$ cat config.mk
export PLATFORM = sky130hd
export DESIGN_NAME = perf_counter_bank
export DESIGN_NICKNAME = d
export VERILOG_FILES = /design/src/rtl/perf_pkg.sv /design/src/rtl/perf_counter_slice.sv /design/src/rtl/perf_counter_bank.sv
export SDC_FILE = /design/constraint.sdc
export NUM_CORES = 2
export LEC_CHECK = 0
export CORE_MARGIN = 5
export CORE_UTILIZATION = 40
export DETAILED_ROUTE_END_ITERATION = 10
export DONT_BUFFER_PORTS = 1
export PLACE_DENSITY = 0.6
export SLEW_MARGIN = 40
export SYNTH_ARGS = -nofsm -noshare
export SYNTH_HDL_FRONTEND = slang
export SYNTH_SLANG_ARGS = --single-unit
$ cat constraint.sdc
create_clock -name clk -period 11.54 [get_ports clk]
set_input_delay 1.731 -clock clk [delete_from_list [all_inputs] [get_ports clk]]
set_output_delay 1.731 -clock clk [all_outputs]
set_load 0.1 [all_outputs]
$ cat src/rtl/perf_pkg.sv
// Shared types and constants for the performance counter bank:
// register field map, CTRL bit layout and default sizing.
package perf_pkg;

  localparam int EVENT_NUM_DEF = 32;
  localparam int INC_WIDTH_DEF = 3;
  localparam int CNT_NUM_DEF   = 8;
  localparam int CNT_WIDTH_DEF = 48;
  localparam int DATA_W        = 32;

  typedef enum logic [1:0] {
    FLD_SEL    = 2'd0,
    FLD_CNT_LO = 2'd1,
    FLD_CNT_HI = 2'd2,
    FLD_CTRL   = 2'd3
  } perf_field_e;

  localparam int CTRL_EN_BIT     = 0;
  localparam int CTRL_OVF_BIT    = 1;
  localparam int CTRL_OVF_EN_BIT = 2;

  typedef struct packed {
    logic ovf_en;
    logic ovf;
    logic enable;
  } perf_ctrl_t;

  function automatic logic [DATA_W-1:0] ctrl_to_word(input perf_ctrl_t c);
    logic [DATA_W-1:0] w;
    w = '0;
    w[CTRL_EN_BIT]     = c.enable;
    w[CTRL_OVF_BIT]    = c.ovf;
    w[CTRL_OVF_EN_BIT] = c.ovf_en;
    return w;
  endfunction

endpackage

$ cat src/rtl/perf_counter_slice.sv
// One counter: event selector mux, wide adder with carry-out overflow
// detection, and the per-counter SEL / CTRL registers.
module perf_counter_slice
  import perf_pkg::*;
#(
  parameter int EVENT_NUM = EVENT_NUM_DEF,
  parameter int INC_WIDTH = INC_WIDTH_DEF,
  parameter int CNT_WIDTH = CNT_WIDTH_DEF,
  parameter int EVT_BITS  = $clog2(EVENT_NUM)
) (
  input  logic                           clk,
  input  logic                           rst,
  input  logic [EVENT_NUM*INC_WIDTH-1:0] ev_i,
  input  logic                           freeze_i,
  input  logic                           wr_en_i,
  input  perf_field_e                    wr_field_i,
  input  logic [DATA_W-1:0]              wr_data_i,
  output logic [CNT_WIDTH-1:0]           cnt_o,
  output logic [EVT_BITS-1:0]            sel_o,
  output perf_ctrl_t                     ctrl_o,
  output logic                           irq_o
);

  localparam int HI_W = CNT_WIDTH - 32;

  logic [CNT_WIDTH-1:0] cnt_q, cnt_d;
  logic [EVT_BITS-1:0]  sel_q, sel_d;
  perf_ctrl_t           ctrl_q, ctrl_d;

  logic [INC_WIDTH-1:0] inc;
  logic [CNT_WIDTH:0]   sum;
  logic                 cnt_wr;
  logic                 add_en;
  logic                 ovf_set;

  // Selector values that name no event contribute nothing.
  always_comb begin
    inc = '0;
    for (int e = 0; e < EVENT_NUM; e++) begin
      if (sel_q == EVT_BITS'(e)) inc = ev_i[e*INC_WIDTH +: INC_WIDTH];
    end
  end

  // A software write to the counter value replaces this cycle's increment.
  assign cnt_wr  = wr_en_i && (wr_field_i == FLD_CNT_LO || wr_field_i == FLD_CNT_HI);
  assign add_en  = ctrl_q.enable && !freeze_i && !cnt_wr;
  assign sum     = {1'b0, cnt_q} + {{(CNT_WIDTH + 1 - INC_WIDTH){1'b0}}, inc};
  assign ovf_set = add_en && sum[CNT_WIDTH];

  always_comb begin
    cnt_d  = cnt_q;
    sel_d  = sel_q;
    ctrl_d = ctrl_q;
    if (add_en) cnt_d = sum[CNT_WIDTH-1:0];
    if (wr_en_i) begin
      case (wr_field_i)
        FLD_SEL:    sel_d = wr_data_i[EVT_BITS-1:0];
        FLD_CNT_LO: cnt_d[31:0] = wr_data_i;
        FLD_CNT_HI: cnt_d[CNT_WIDTH-1:32] = wr_data_i[HI_W-1:0];
        FLD_CTRL: begin
          ctrl_d.enable = wr_data_i[CTRL_EN_BIT];
          ctrl_d.ovf_en = wr_data_i[CTRL_OVF_EN_BIT];
          if (wr_data_i[CTRL_OVF_BIT]) ctrl_d.ovf = 1'b0;
        end
        default: ;
      endcase
    end
    // Set beats a same-cycle W1C clear.
    if (ovf_set) ctrl_d.ovf = 1'b1;
  end

  always_ff @(posedge clk) begin
    if (rst) begin
      cnt_q  <= '0;
      sel_q  <= '0;
      ctrl_q <= '0;
    end else begin
      cnt_q  <= cnt_d;
      sel_q  <= sel_d;
      ctrl_q <= ctrl_d;
    end
  end

  assign cnt_o  = cnt_q;
  assign sel_o  = sel_q;
  assign ctrl_o = ctrl_q;
  assign irq_o  = ctrl_q.enable && ctrl_q.ovf && ctrl_q.ovf_en;

endmodule

$ cat src/rtl/perf_counter_bank.sv
// Performance counter bank: registers per-cycle event increments, routes them
// into CNT_NUM selectable counters and serves the CSR register port.
module perf_counter_bank
  import perf_pkg::*;
#(
  parameter int EVENT_NUM = EVENT_NUM_DEF,
  parameter int INC_WIDTH = INC_WIDTH_DEF,
  parameter int CNT_NUM   = CNT_NUM_DEF,
  parameter int CNT_WIDTH = CNT_WIDTH_DEF,
  parameter int EVT_BITS  = $clog2(EVENT_NUM),
  parameter int ADDR_W    = $clog2(CNT_NUM) + 2
) (
  input  logic                           clk,
  input  logic                           rst,
  input  logic [EVENT_NUM*INC_WIDTH-1:0] event_inc,
  input  logic                           freeze,
  input  logic                           req_valid,
  input  logic                           req_we,
  input  logic [ADDR_W-1:0]              req_addr,
  input  logic [DATA_W-1:0]              req_wdata,
  output logic                           resp_valid,
  output logic [DATA_W-1:0]              resp_rdata,
  output logic                           irq
);

  localparam int IDX_W = ADDR_W - 2;
  localparam int HI_W  = CNT_WIDTH - 32;

  // Register port: no backpressure, every req_valid cycle is accepted and
  // answered by a one-cycle resp_valid pulse on the following cycle; read
  // data reflects register state before that cycle's update, writes return 0.

  logic [EVENT_NUM*INC_WIDTH-1:0] ev_q;
  logic [HI_W-1:0]                shadow_q, shadow_d;
  logic                           resp_valid_q;
  logic [DATA_W-1:0]              resp_rdata_q, resp_rdata_d;
  logic                           irq_q;

  logic [IDX_W-1:0]     req_idx;
  perf_field_e          req_fld;
  logic                 rd_req;
  logic [CNT_NUM-1:0]   wr_hit;
  logic [CNT_NUM-1:0]   irq_w;
  logic [CNT_WIDTH-1:0] cnt_w  [CNT_NUM];
  logic [EVT_BITS-1:0]  sel_w  [CNT_NUM];
  perf_ctrl_t           ctrl_w [CNT_NUM];

  assign req_idx = req_addr[ADDR_W-1:2];
  assign req_fld = perf_field_e'(req_addr[1:0]);
  assign rd_req  = req_valid && !req_we;

  for (genvar g = 0; g < CNT_NUM; g++) begin : g_cnt
    assign wr_hit[g] = req_valid && req_we && (req_idx == IDX_W'(g));

    perf_counter_slice #(
      .EVENT_NUM (EVENT_NUM),
      .INC_WIDTH (INC_WIDTH),
      .CNT_WIDTH (CNT_WIDTH),
      .EVT_BITS  (EVT_BITS)
    ) u_slice (
      .clk        (clk),
      .rst        (rst),
      .ev_i       (ev_q),
      .freeze_i   (freeze),
      .wr_en_i    (wr_hit[g]),
      .wr_field_i (req_fld),
      .wr_data_i  (req_wdata),
      .cnt_o      (cnt_w[g]),
      .sel_o      (sel_w[g]),
      .ctrl_o     (ctrl_w[g]),
      .irq_o      (irq_w[g])
    );
  end

  // Indices past CNT_NUM match no slice, so they read 0 and leave the shadow alone.
  always_comb begin
    resp_rdata_d = '0;
    shadow_d     = shadow_q;
    if (rd_req) begin
      for (int i = 0; i < CNT_NUM; i++) begin
        if (req_idx == IDX_W'(i)) begin
          case (req_fld)
            FLD_SEL:    resp_rdata_d = DATA_W'(sel_w[i]);
            FLD_CNT_LO: begin
              resp_rdata_d = cnt_w[i][31:0];
              shadow_d     = cnt_w[i][CNT_WIDTH-1:32];
            end
            FLD_CNT_HI: resp_rdata_d = DATA_W'(shadow_q);
            FLD_CTRL:   resp_rdata_d = ctrl_to_word(ctrl_w[i]);
            default:    resp_rdata_d = '0;
          endcase
        end
      end
    end
  end

  always_ff @(posedge clk) begin
    if (rst) begin
      ev_q         <= '0;
      shadow_q     <= '0;
      resp_valid_q <= 1'b0;
      resp_rdata_q <= '0;
      irq_q        <= 1'b0;
    end else begin
      ev_q         <= event_inc;
      shadow_q     <= shadow_d;
      resp_valid_q <= req_valid;
      resp_rdata_q <= resp_rdata_d;
      irq_q        <= |irq_w;
    end
  end

  assign resp_valid = resp_valid_q;
  assign resp_rdata = resp_rdata_q;
  assign irq        = irq_q;

endmodule

==> results.ini <==
[status]
status = finished, final reports clean

[job]
max-cap-violations = 0

[clocking]
clkSinkCount = 594
cts_root_buf = clkbuf_16
cts-resized-gates = 0
post_cts_buffers = 0
cts_tree = built
cts_max_path_buffers = 3
clk_latency_ns = 0.68
cts-htree-levels = 3
clk_pin_slew_worst_paths_ns = 0.06
cts_inserted_buffers = 73
cts_hold_buf = 0

[synthesis]
synth_flop_cell = dfxtp_1
netlist_area_um2 = 41430
async_flop_share_pct = 0
syn_inst = 5393
synth_top_area_cell = dfxtp_1
synth-edff-count = 0
synth_most_common_cell = dfxtp_1
ys_ff_latch = 594
ys_seq_area_share_pct = 28.70
avgSynthCellArea_um2 = 7.682
ys_top_cells_by_area = dfxtp_1 29%, a211oi_1 6.7%, nor2_1 5.1%
synth_cell_type_count = 103
syn_nets = 5568
synth_top_area_share_pct = 28.70
synth_common_cells = 594 x dfxtp_1, 563 x nor2_1, 418 x nand2_1, 374 x clkbuf_1, 367 x a211oi_1
yosys_warnings = 0

[routing]
via_per_inst = 6.741
wl_um = 204000
drc = 0
drtIter0Drc = 5913
dr.pass1.iters = 10
wl_per_cell_um = 31.25
vias = 44010
antenna_left = 0

[place]
place_inst = 6384
numPortBuffers = 0
dp.final_hpwl_um = 138100
dp_slack_ns = 6.488
place.gp.congestion = 1.011

[sta]
finalClockSkew_ns = 0.03753
finalSetupViolCount = 0
worst_slew_pin_slew_ns = 1.047
fmax_mhz = 188.4
slew_viol_final = 0
hold_violations = 0
post-route-period-util_pct = 46.00
slew_headroom_pct = 30.17
rsz0062_at_grt = false
fin_setup_tns_ns = 0
fin_ws_ns = 6.232
period_needed_ns = 5.308

[layout]
area_growth_pct = 8.263
seqCellArea_um2 = 11990
multi_input_area_um2 = 27270
fin_util_pct = 43.46
nets = 5254
drive_gt1_share_pct = 9.535
layoutNonFillerInstCount = 6529
fillCellCount = 10350

[pwr]
ir_drop_v = 0.0001191
p_leak_nw = 14.22
power.density_nw_per_um2 = 110.6

[global_route]
antenna_found_initial = 5
grt_max_degree = 543
grt_use_total_pct = 34.81
grt-ovfl-total = 0
grt_pass1_vias = 39710
grt_pass1_wl_um = 289000

[floorplanning]
initial_core_util_pct = 40.14
fp.coreArea_um2 = 103200
io_pins = 172
dieArea_um2 = 110100
die_w_um = 331.8
die_y_um = 331.8
rows = 118

[setup_path]
worstSetupPathType = flop to flop
cp.required_ns = 12.12
worstPathArrival_ns = 5.88
end_kind = flop
start_kind = flop
worstPathMaxFanout = 49

[min_path]
hp-class = flop to flop

sequential cells by signal (all words and copies together), names as in the netlist:
| signal | flops |
|---|---|
| g_cnt.u_slice.ctrl_o | 24 |
| resp_valid | 1 |
| g_cnt.u_slice.sel_o | 40 |
| shadow_q | 16 |
| g_cnt.u_slice.cnt_o | 384 |
| ev_q | 96 |
| resp_rdata | 32 |
| irq | 1 |
cell families (layout without fill, tap and decap cells):
kind of cell | after synthesis | in the layout | synth area share (%)
buffers and inverters | 620 | 366 | 5.928
muxes | 162 | 162 | 5.068
adders and majority gates | 37 | 37 | 1.262
and+or+nand+nor | 2073 | 2073 | 25.73
other | 0 | 10 | 0
DFF | 594 | 594 | 28.70
xor gates and xnor gates | 335 | 335 | 7.082
AOI/OAI and AO/OA | 1572 | 1572 | 26.23
cell usage in the layout, fill, tap and decap left out, types with 74 or more instances in the layout:
master / netlist / routed
a211oi_1: 367 / 367
a21oi_1: 256 / 252
and3_1: 99 / 99
buf_4: 5 / 114
clkbuf_16: 0 / 74
dfxtp_1: 594 / 525
inv_1: 113 / 113
mux2i_1: 86 / 86
nand2_1: 418 / 404
nand3_1: 209 / 208
nand4_1: 149 / 149
nor2_1: 563 / 560
nor2b_1: 159 / 158
nor3_1: 98 / 94
o21ai_0: 279 / 278
o22ai_1: 79 / 79
xnor2_1: 101 / 101
xor2_1: 234 / 234
worst paths after layout:
path                                                              from                                      to  slack, ns  depth (start not counted)
worst max register to register  g_cnt[7].u_slice.sel_o[0]$_SDFFE_PP0P_   g_cnt[7].u_slice.cnt_o[32]$_SDFF_PP0_       6.23                         15
worst max-delay path            g_cnt[7].u_slice.sel_o[0]$_SDFFE_PP0P_   g_cnt[7].u_slice.cnt_o[32]$_SDFF_PP0_       6.23                         15
worst min register to register  g_cnt[5].u_slice.sel_o[1]$_SDFFE_PP0P_  g_cnt[5].u_slice.sel_o[1]$_SDFFE_PP0P_       0.45                          2
worst min-delay path            g_cnt[5].u_slice.sel_o[1]$_SDFFE_PP0P_  g_cnt[5].u_slice.sel_o[1]$_SDFFE_PP0P_       0.45                          2
power by group:
group	leakage [nW]	switching, mW	internal (mW)
Sequential	4.85	0.109	2.08
Clock	1.23	1.05	1.41
Combinational	8.14	0.203	0.0998
Total	14.2	1.37	3.59
metrics by stage:
stage               power (mW)  hold slack (ns)  cell area, um2
global route             5.074           0.4790           44830
detailed placement       2.513           0.4449           42260
finish                   4.961           0.4526           44850
CTS                      4.965           0.4532           44810
global placement         2.513           0.4461           42090
floorplan                2.381           0.4491           41430
final cells by class:
cell class / count / share of cell area (%)
Multi-Input combinational cell: 4179 / 60.80
Sequential cell: 594 / 26.72
Clock buffer: 98 / 4.664
Tap cell: 1380 / 3.850
Timing Repair Buffer: 114 / 1.908
Clock inverter: 37 / 1.027
Inverter: 117 / 0.9791
Antenna cell: 10 / 0.05579
worst max-delay path, cell delays in order (launching register included):
cell	delay [ns]
dfxtp_2	0.31
buf_4	0.43
inv_1	0.48
a221oi_1	0.35
nor4_1	0.08
or4_1	0.55
a2111oi_0	0.49
a21boi_0	0.41
ha_1	0.47
a21oi_1	0.08
buf_4	0.17
nor4_4	0.57
buf_4	0.29
nand4_1	0.12
xor2_1	0.16
a211oi_1	0.25
per-layer routing:
layer	up-vias	global-route usage (%)	wire (um)
li1	19450	-	-
met1	20900	43.83	77420
met2	2881	53.60	88490
met3	782	7.328	20720
met4	2	23.63	17370
met5	-	0	13
(Power assumes the default switching activity.)
